`src/rtl/spikein_capture.sv`:
```
// Spike input capture: synchronises p_num asynchronous spike lines, detects rising edges,
// merges the edges seen in a p_window-cycle window into one vector and hands it off via valid/ready.
module spikein_capture #(
   parameter int p_num    = 10,
   parameter int p_window = 2,
   parameter int p_sync   = 2
) (
   input  logic             i_clk,
   input  logic             i_rst,
   input  logic             i_enable,
   input  logic [p_num-1:0] i_spike,
   input  logic             i_ready,
   output logic             o_valid,
   output logic [p_num-1:0] o_spike,
   output logic             o_spike_in,
   output logic             o_busy,
   output logic             o_overflow
);

   localparam int CW = $clog2(p_window + 1);

   typedef enum logic [1:0] {IDLE, COLLECT, HOLD} state_t;

   state_t                       r_state;
   logic [p_sync-1:0][p_num-1:0] r_sync;
   logic [p_num-1:0]             r_dly;
   logic [p_num-1:0]             r_acc;
   logic [CW-1:0]                r_cnt;
   logic [p_num-1:0]             w_edge;
   logic                         w_any;

   always_ff @(posedge i_clk) begin
      if (i_rst) begin
         r_sync <= '0;
         r_dly  <= '0;
      end else begin
         r_sync <= {r_sync[p_sync-2:0], i_spike};
         r_dly  <= r_sync[p_sync-1];
      end
   end

   assign w_edge = r_sync[p_sync-1] & ~r_dly;
   assign w_any  = |w_edge;
   assign o_busy = (r_state != IDLE);

   always_ff @(posedge i_clk) begin
      if (i_rst) begin
         r_state    <= IDLE;
         r_acc      <= '0;
         r_cnt      <= '0;
         o_valid    <= 1'b0;
         o_spike    <= '0;
         o_spike_in <= 1'b0;
         o_overflow <= 1'b0;
      end else begin
         o_spike_in <= 1'b0;
         o_overflow <= 1'b0;
         case (r_state)
            IDLE: begin
               if (i_enable && w_any) begin
                  r_cnt <= CW'(1);
                  if (p_window == 1) begin
                     // single-cycle window: the first edge cycle is also the last
                     o_spike    <= w_edge;
                     o_valid    <= 1'b1;
                     o_spike_in <= 1'b1;
                     r_acc      <= '0;
                     r_state    <= HOLD;
                  end else begin
                     r_acc   <= w_edge;
                     r_state <= COLLECT;
                  end
               end
            end
            COLLECT: begin
               if (!i_enable) begin
                  r_acc   <= '0;
                  r_cnt   <= '0;
                  r_state <= IDLE;
               end else if (r_cnt == CW'(p_window - 1)) begin
                  o_spike    <= r_acc | w_edge;
                  o_valid    <= 1'b1;
                  o_spike_in <= 1'b1;
                  r_acc      <= '0;
                  r_cnt      <= '0;
                  r_state    <= HOLD;
               end else begin
                  r_acc <= r_acc | w_edge;
                  r_cnt <= r_cnt + 1'b1;
               end
            end
            HOLD: begin
               o_overflow <= w_any;
               if (o_valid && i_ready) begin
                  o_valid <= 1'b0;
                  o_spike <= '0;
                  r_state <= IDLE;
               end
            end
            default: r_state <= IDLE;
         endcase
      end
   end

endmodule

```
`config.mk`:
```
export PLATFORM = sky130hd
export DESIGN_NAME = spikein_capture
export DESIGN_NICKNAME = d
export VERILOG_FILES = /design/src/rtl/spikein_capture.sv
export SDC_FILE = /design/constraint.sdc
export NUM_CORES = 1
export LEC_CHECK = 0
export ABC_AREA = 0
export CORE_ASPECT_RATIO = 0.75
export CORE_MARGIN = 2
export CORE_UTILIZATION = 50
export CTS_BUF_LIST = sky130_fd_sc_hd__clkbuf_4 sky130_fd_sc_hd__clkbuf_8
export DETAILED_ROUTE_END_ITERATION = 8
export PLACE_DENSITY = 0.81
export SYNTH_ARGS = -nofsm -noshare
export SYNTH_HDL_FRONTEND = slang
export SYNTH_SLANG_ARGS = --single-unit
export TNS_END_PERCENT = 100
```
`constraint.sdc`:
```
create_clock -name i_clk -period 2.1 [get_ports i_clk]
set_input_delay 0.315 -clock i_clk [delete_from_list [all_inputs] [get_ports i_clk]]
set_output_delay 0.315 -clock i_clk [all_outputs]
set_load 0.05 [all_outputs]
```
==> implementation parameters, run 1 <==
Parameter                              Value

STA
  Crit share post-route ... 95.9%
  Pins over their slew limit ... 0
  Skew final ... between 0.005 and 0.006 ns
  Fmax ... 496 MHz
  Final Hold Viols ... 0
  Post-Route Hold Slack ... 0.433 ns
  Minimum clock period ... a little over 2 ns
  Unrepaired setup endpoints after global routing ... false
  Slew HR ... approximately 65%
  Least-Margin Pin Slew ... approximately 0.52 ns
  Fin Setup TNS ... 0 ns
  Final-report setup violation count ... 0

Critical path
  Crit path max-delay cell type ... sky130_fd_sc_hd__clkdlybuf4s50_1
  Required time of the critical path ... ~1.8 ns
  Setup CP Type ... flop to primary output
  Buffers & Inverters on Critical Path ... 1
  Largest delay contributor family on the critical path ... buffers and inverters
  Largest stage delay, worst path ... ~0.7 ns
  Capturing element type of the critical path ... primary output
  Startpoint type of the worst setup path ... flop
  Worst path cell trace ... or2_2 -> clkdlybuf4s50_1
  Largest driver fanout on the critical path ... 5
  Data arrival, critical path ... ~1.7 ns

Detailed routing
  Post-DRT Antenna Nets ... 0
  Total vias in the final route ... 1,427
  Total detailed-routing wirelength ... 3.37 mm
  Number of optimization iterations in the first detailed-route pass ... 4
  WL/cell ... 11.9 µm
  Number of DRC violations after detailed-routing iteration 0 ... a little under 80
  Total DRC errors in the routed layout ... 0
  Average vias per placed instance ... between 5 and 6

Pwr
  Switching component of the power ... between 500 and 600 µW
  Pwr per Cell Area ... 921 nW/µm²
  Switching share of power ... a little over a fifth
  Proportion of power drawn by the clock network ... between 40 and 50%
  Power Internal ... 1820 µW
  Peak supply drop ... roughly 0.7 mV
  PnR Total Power ... between 2000 and 2500 µW
  Pleak ... about 0.00094 µW
  Fraction of power consumed by sequential logic ... roughly half
  Combinational group share of total power ... under 10%

Clock tree
  CTS buffer count ... 9
  Root Buffer Master ... sky130_fd_sc_hd__clkbuf_8
  Clk Latency, worst-skew pair ... 0.33 ns
  Deepest level of the CTS H-tree ... 3
  TritonCTS clock tree ... yes
  Maximum number of buffers from clock root to sink ... 2
  Clock transition at the registers of the reported paths ... 0.06 ns
  Post-CTS setup-driven buffer insertion count ... 0
  Num Clock Sinks ... 57
  Gates resized, CTS repair ... 0
  Hold Buf Count CTS ... 0

Die
  Row count ... 19
  DIE HEIGHT ... around 59 µm
  CORE AREA ... between 3000 and 4000 µm²
  Die extent in x ... about 77 µm
  Full die area ... 4530 µm²
  Top-level I/O count ... 28
  Initial cell density of the core ... about 53%

Synth
  Net count of the mapped netlist ... around 210
  Avg Synthesized Cell Area ... between 10 and 15 µm²
  Area of the mapped netlist ... around 2000 µm²
  Unique masters post-synth ... 30
  Number of synthesized flops with an enable pin ... 0
  Async set-or-reset flop fraction in the synthesized netlist ... 0%
  Cell count after synthesis ... between 150 and 200
  Sequential fraction of the synthesis area ... a little under three fifths
  Share of the synthesized area in the top cell type ... between 50 and 60%
  Synth top area cells ... sky130_fd_sc_hd__dfxtp_1, sky130_fd_sc_hd__nor2b_1, sky130_fd_sc_hd__a311oi_1
  Yosys reg bits ... between 50 and 60
  Primary flip-flop cell chosen by synthesis mapping ... sky130_fd_sc_hd__dfxtp_1
  Synth warnings ... 0
  Library cell with the largest summed area after synthesis ... sky130_fd_sc_hd__dfxtp_1

Global route
  Initial antenna violation count ... 0
  All-Layer GR Usage ... between 10% and 20%
  Largest net degree at the start of global routing ... 31
  First-pass GRT wire length ... roughly 6 mm
  Vias in the first global route ... between 1,000 and 1,500
  Gr ovfl total ... 0

Placed design
  Number of I/O port buffers ... 27
  Placed wire-length estimate ... around 2.3 mm
  Last weighted congestion value of the routability-driven placer ... approximately 0.8

Flow run
  Total of max-cap violations ... 0

Finish
  Layout cell share with drive strength beyond 1 ... about an eighth
  Number of nets in the finished design ... between 200 and 250
  Number of antenna repair diodes ... 0
  Commonest cells after routing, fill and taps aside ... sky130_fd_sc_hd__dfxtp_1, sky130_fd_sc_hd__nor2b_1, sky130_fd_sc_hd__clkdlybuf4s50_1, sky130_fd_sc_hd__nand2_1, sky130_fd_sc_hd__a21oi_1
  Most common cell after layout, fill and taps aside ... sky130_fd_sc_hd__dfxtp_1
  Total of fill cells in the finished design ... about 320
  Synthesis-to-layout area growth ... 26.1%

Run status
  Result of the run ... finished, final reports clean

Hold path
  Path class of the lowest-slack min-delay path ... flop to flop
layer usage:
layer  wire length [µm]  GRT usage, %  vias to the layer above
met1               1550          21.8                      632
met5                  0             0                        -
met4                 56          6.12                        0
met3                325          10.6                        7
met2               1430          25.9                       57
li1                   -             -                      731
state kept, by name (all words and copies together), names as in the netlist:
name	flops
o_spike	10
r_dly	10
r_acc	10
o_valid	1
r_state	2
o_spike_in	1
o_overflow	1
r_cnt	2
r_sync	20
logic make-up (layout without fill, tap and decap cells):
kind of cell           after synthesis  count (layout)  share of synthesized area (%)
AND/OR/NAND/NOR                     80              80                           24.6
flip-flops                          57              57                           57.0
buffers and inverters               14              51                           3.00
AO/OA/AOI/OAI                       43              43                           15.4
final cells by class:
type / count / area, µm² / area share (%)
sequential: 57 / 1140 / 45.2
multi-input combinational: 123 / 801 / 31.7
timing repair buffer: 31 / 300 / 11.9
clock buffer: 12 / 159 / 6.29
tap: 52 / 65.1 / 2.58
clock inverter: 3 / 40.0 / 1.59
inverter: 5 / 18.8 / 0.743
Yosys cell counts, drive strengths merged, types with 2 or more instances:
cell and n:
o2bb2ai 7, inv 5, buf 2, nor2 14, a21oi 15, nand4b 2
a211oi 3, nand2 15, a311oi 10, nor2b 41, dfxtp 57, a31oi 2
clkbuf 7
power by group through the flow:
stage | logic (µW) | registers (µW) | clock network [µW]
after CTS | 192 | 1130 | 1030
after global placement | 187 | 1150 | 0
after floorplan | 128 | 1160 | 0
after detailed placement | 191 | 1150 | 0
after global routing | 212 | 1130 | 1080
final | 191 | 1130 | 1000
through the flow:
stage	instance area, µm²	worst slack (ns)	utilization (%)	instances
5_1_grt	2520	0.0282	67.2	283
4_1_cts	2520	0.0652	67.2	283
3_5_place_dp	2330	0.150	61.9	268
2_1_floorplan	2000	0.575	-	194
3_3_place_gp	2330	0.249	61.9	268
6_report	2520	0.0852	67.2	283
worst paths after layout:
check | slack (ns) | endpoint | cells past startpoint | start
max reg2reg | 0.44 | r_acc[2] | 4 | r_sync[15]
max | 0.09 | o_busy | 2 | r_state[0]
min | 0.43 | r_sync[14] | 1 | r_sync[4]
min reg2reg | 0.43 | r_sync[14] | 1 | r_sync[4]
(Power assumes the default switching activity.)
==> run 2, diff against run 1 <==
Settings changed: ABC_AREA 0 to 1, PLACE_DENSITY 0.81 to 0.8.
==> run 2 against run 1 <==
  * Count of clock-buffer cells in the layout shrank 1
  * Clock skew decreased by 0.00072 ns
  * Non-clock buffer count shrank 2
  * Synthesized cell count up 53%
  * Routed wire length grew 13%
  * Global-route usage about the same
  * First-iteration DRC count increased by 58%
  * Critical path depth increased by 1
==> implementation parameters, run 2 <==
Parameter                              Value

Die
  Full die area ... 4980 µm² (was 4530 µm²)
  Die extent in x ... 80.8 µm (was 77.1 µm)
  CORE AREA ... 4150 µm² (was 3760 µm²)
  Top-level I/O count ... 28 (unchanged)
  Initial cell density of the core ... 53.2% (was 53.3%)
  Row count ... 20 (was 19)
  DIE HEIGHT ... 61.6 µm (was 58.8 µm)

Finish
  Synthesis-to-layout area growth ... 22.0% (was 26.1%)
  Reg with most FFs ... r_sync (unchanged)
  Core utilization of the finished layout ... 64.9% (was 67.2%)
  Commonest cells after routing, fill and taps aside ... sky130_fd_sc_hd__nor2_1, sky130_fd_sc_hd__dfxtp_1, sky130_fd_sc_hd__inv_1, sky130_fd_sc_hd__nand2_1, sky130_fd_sc_hd__clkdlybuf4s50_1 (was sky130_fd_sc_hd__dfxtp_1, sky130_fd_sc_hd__nor2b_1, sky130_fd_sc_hd__clkdlybuf4s50_1, sky130_fd_sc_hd__nand2_1, sky130_fd_sc_hd__a21oi_1)
  Layout cell share with drive strength beyond 1 ... 12.1% (about the same)
  Most common cell after layout, fill and taps aside ... sky130_fd_sc_hd__nor2_1 (was sky130_fd_sc_hd__dfxtp_1)
  Number of antenna repair diodes ... 0 (unchanged)
  Number of nets in the finished design ... 341 (was 241)
  Largest register FFs ... 20 (unchanged)
  Final instance area ... 2700 µm² (was 2520 µm²)

Detailed routing
  WL/cell ... 9.86 µm (was 11.9 µm)
  Total vias in the final route ... 1,744 (was 1,427)
  Post-DRT Antenna Nets ... 0 (unchanged)
  Number of DRC violations after detailed-routing iteration 0 ... 123 (was 78)
  Total detailed-routing wirelength ... 3.81 mm (was 3.37 mm)
  Number of optimization iterations in the first detailed-route pass ... 4 (unchanged)
  Average vias per placed instance ... 4.52 (was 5.04)
  Total DRC errors in the routed layout ... 0 (unchanged)

Synth
  Yosys reg bits ... 57 (unchanged)
  Sequential fraction of the synthesis area ... 51.6% (was 57.0%)
  Share of the synthesized area in the top cell type ... 51.6% (was 57.0%)
  Post-synthesis share of cell area spent on full adders, half adders and majority gates ... 0% (unchanged)
  Main combinational cell family by area after synthesis ... simple AND/OR/NAND/NOR gates (unchanged)
  Net count of the mapped netlist ... 310 (was 208)
  Cell count after synthesis ... 296 (was 194)
  Area of the mapped netlist ... 2210 µm² (was 2000 µm²)
  Synthesized-area fraction occupied by xor and xnor cells ... 0% (unchanged)
  Synth top area cells ... sky130_fd_sc_hd__dfxtp_1, sky130_fd_sc_hd__nor2_1, sky130_fd_sc_hd__inv_1 (was sky130_fd_sc_hd__dfxtp_1, sky130_fd_sc_hd__nor2b_1, sky130_fd_sc_hd__a311oi_1)
  Avg Synthesized Cell Area ... 7.47 µm² (was 10.3 µm²)
  Synth warnings ... 0 (unchanged)
  Most frequent cell after synthesis ... sky130_fd_sc_hd__nor2_1 (was sky130_fd_sc_hd__dfxtp_1)
  Complex-gate fraction of the synthesized area ... 8.09% (was 15.4%)
  Mux contribution to synthesized area ... 0% (unchanged)
  Primary flip-flop cell chosen by synthesis mapping ... sky130_fd_sc_hd__dfxtp_1 (unchanged)
  Unique masters post-synth ... 22 (was 30)
  Library cell with the largest summed area after synthesis ... sky130_fd_sc_hd__dfxtp_1 (unchanged)
  Async set-or-reset flop fraction in the synthesized netlist ... 0% (unchanged)
  Basic-gate share of the synthesized area counting and, or, nand and nor cells ... 27.3% (was 24.6%)
  Leading cell types by count after synthesis ... sky130_fd_sc_hd__nor2_1, sky130_fd_sc_hd__dfxtp_1, sky130_fd_sc_hd__inv_1 (was sky130_fd_sc_hd__dfxtp_1, sky130_fd_sc_hd__nor2b_1, sky130_fd_sc_hd__a21oi_1, sky130_fd_sc_hd__nand2_1, sky130_fd_sc_hd__nor2_1)
  Number of synthesized flops with an enable pin ... 0 (unchanged)

Critical path
  Critical register-to-register path startpoint ... r_state[1] (was r_sync[15])
  Worst r2r path cells ... 11 (was 4)
  Reg2reg setup slack ... 0.62 ns (was 0.44 ns)
  Data arrival, critical path ... 1.66 ns (was 1.70 ns)
  Required time of the critical path ... 1.78 ns (about the same)
  Worst setup path endpoint ... o_busy (unchanged)
  Setup CP Type ... flop to primary output (unchanged)
  Capturing element type of the critical path ... primary output (unchanged)
  Startpoint type of the worst setup path ... flop (unchanged)
  Worst R2R End ... r_acc[2] (unchanged)
  Largest driver fanout on the critical path ... 3 (was 5)
  Worst setup path startpoint ... r_state[0] (unchanged)

STA
  Post-route worst setup slack ... 0.129 ns (was 0.0852 ns)
  Fin Setup TNS ... 0 ns (unchanged)
  Slew HR ... 65.4% (about the same)
  Final-report setup violation count ... 0 (unchanged)
  Minimum clock period ... 1.97 ns (was 2.01 ns)
  Crit share post-route ... 93.9% (was 95.9%)
  Unrepaired setup endpoints after global routing ... false (unchanged)
  Skew final ... 0.00439 ns (was 0.00510 ns)
  Least-Margin Pin Slew ... 0.516 ns (was 0.517 ns)
  Pins over their slew limit ... 0 (unchanged)
  Final Hold Viols ... 0 (unchanged)
  Fmax ... 507 MHz (was 496 MHz)

Global route
  All-Layer GR Usage ... 17.8% (was 17.7%)
  Gr ovfl total ... 0 (unchanged)
  Initial antenna violation count ... 0 (unchanged)
  Vias in the first global route ... 1,439 (was 1,294)
  First-pass GRT wire length ... 6.32 mm (was 5.94 mm)
  Largest net degree at the start of global routing ... 39 (was 31)

Clock tree
  Post-CTS setup-driven buffer insertion count ... 0 (unchanged)
  Root Buffer Master ... sky130_fd_sc_hd__clkbuf_8 (unchanged)
  Hold Buf Count CTS ... 0 (unchanged)
  Maximum number of buffers from clock root to sink ... 2 (unchanged)
  Clk Latency, worst-skew pair ... 0.34 ns (was 0.33 ns)
  CTS buffer count ... 9 (unchanged)
  TritonCTS clock tree ... yes (unchanged)
  Gates resized, CTS repair ... 0 (unchanged)
  Clock transition at the registers of the reported paths ... 0.06 ns (about the same)
  Num Clock Sinks ... 57 (unchanged)
  Deepest level of the CTS H-tree ... 3 (unchanged)

Placed design
  Number of I/O port buffers ... 27 (unchanged)
  Placed wire-length estimate ... 2.60 mm (was 2.28 mm)
  Last weighted congestion value of the routability-driven placer ... 0.784 (was 0.793)
  Pre-CTS setup slack ... 0.422 ns (was 0.150 ns)
  Cell area after placement ... 2510 µm² (was 2330 µm²)

Pwr
  Pleak ... 0.00125 µW (was 0.000940 µW)
  Peak supply drop ... 0.583 mV (was 0.717 mV)
  PnR Total Power ... 2390 µW (was 2330 µW)
  Pwr per Cell Area ... 888 nW/µm² (was 921 nW/µm²)

Hold path
  Path class of the lowest-slack min-delay path ... flop to flop (unchanged)
  Count of cells along the worst hold path ... 2 (was 1)

Flow run
  Total of max-cap violations ... 0 (unchanged)

Run status
  Result of the run ... finished, final reports clean (unchanged)
run 2: cell count changes after synthesis, sizes merged, moves of 11 or more:
cell | previous run | this run
inv | 5 | 62
nor2 | 14 | 65
nor2b | 41 | 0
nand2 | 15 | 52
nand3 | 0 | 11
o21ai | 1 | 12
run 2: area by class of cell:
class	instances	area (µm²)
Sequential cell	57	1140
Timing Repair Buffer	29	285
Fill cell	381	1460
Clock buffer	11	139
Tap cell	55	68.8
Clock inverter	4	45.0
Multi-Input combinational cell	167	782
Inverter	63	236
run 2: worst min path at each step:
stage	startpoint	endpoint	slack [ns]
2_1_floorplan	r_sync[0]	r_sync[10]	0.39
3_3_place_gp	r_sync[0]	r_sync[10]	0.39
3_5_place_dp	r_sync[2]	r_sync[12]	0.39
4_1_cts	r_sync[2]	r_sync[12]	0.40
5_1_grt	r_sync[2]	r_sync[12]	0.40
6_report	r_sync[2]	r_sync[12]	0.40
run 2: critical path, stage by stage (launching register included):
cell and delay [ns]:
sky130_fd_sc_hd__dfxtp_1 0.38, sky130_fd_sc_hd__inv_1 0.08, sky130_fd_sc_hd__nand2_1 0.06, sky130_fd_sc_hd__clkdlybuf4s50_1 0.80
run 2: logic make-up after synthesis:
group	after synthesis
flops	57
buf+inv	72
simple gates	138
compound gates	29
run 2: metal layers:
layer	share of wire, %	global-route usage, %	up-vias	routed length (µm)
li1	-	-	938	-
met1	48	21.6	746	1830
met2	42	26.5	50	1580
met3	8.6	10.1	10	329
met4	1.7	6.54	0	64
met5	0	0	-	0
run 2: report_power, final:
group          leakage (µW)  internal [µW]  total, µW  switching (µW)
Sequential         0.000467           1130       1160            22.2
Clock             0.0000998            560        968             407
Combinational      0.000688            102        269             168
Total               0.00125           1800       2390             597
run 2: stage by stage:
stage,instances,hold WS (ns)
2_1_floorplan,296,0.388
3_3_place_gp,371,0.389
3_5_place_dp,371,0.393
4_1_cts,386,0.399
5_1_grt,386,0.403
6_report,386,0.398
==> run 3, diff against run 2 <==
Settings changed: CTS_CLUSTER_DIAMETER set to 100, TNS_END_PERCENT 100 to unset.
==> results of run 3 <==
Final layout, timing and power as in run 2 (identical DEF).
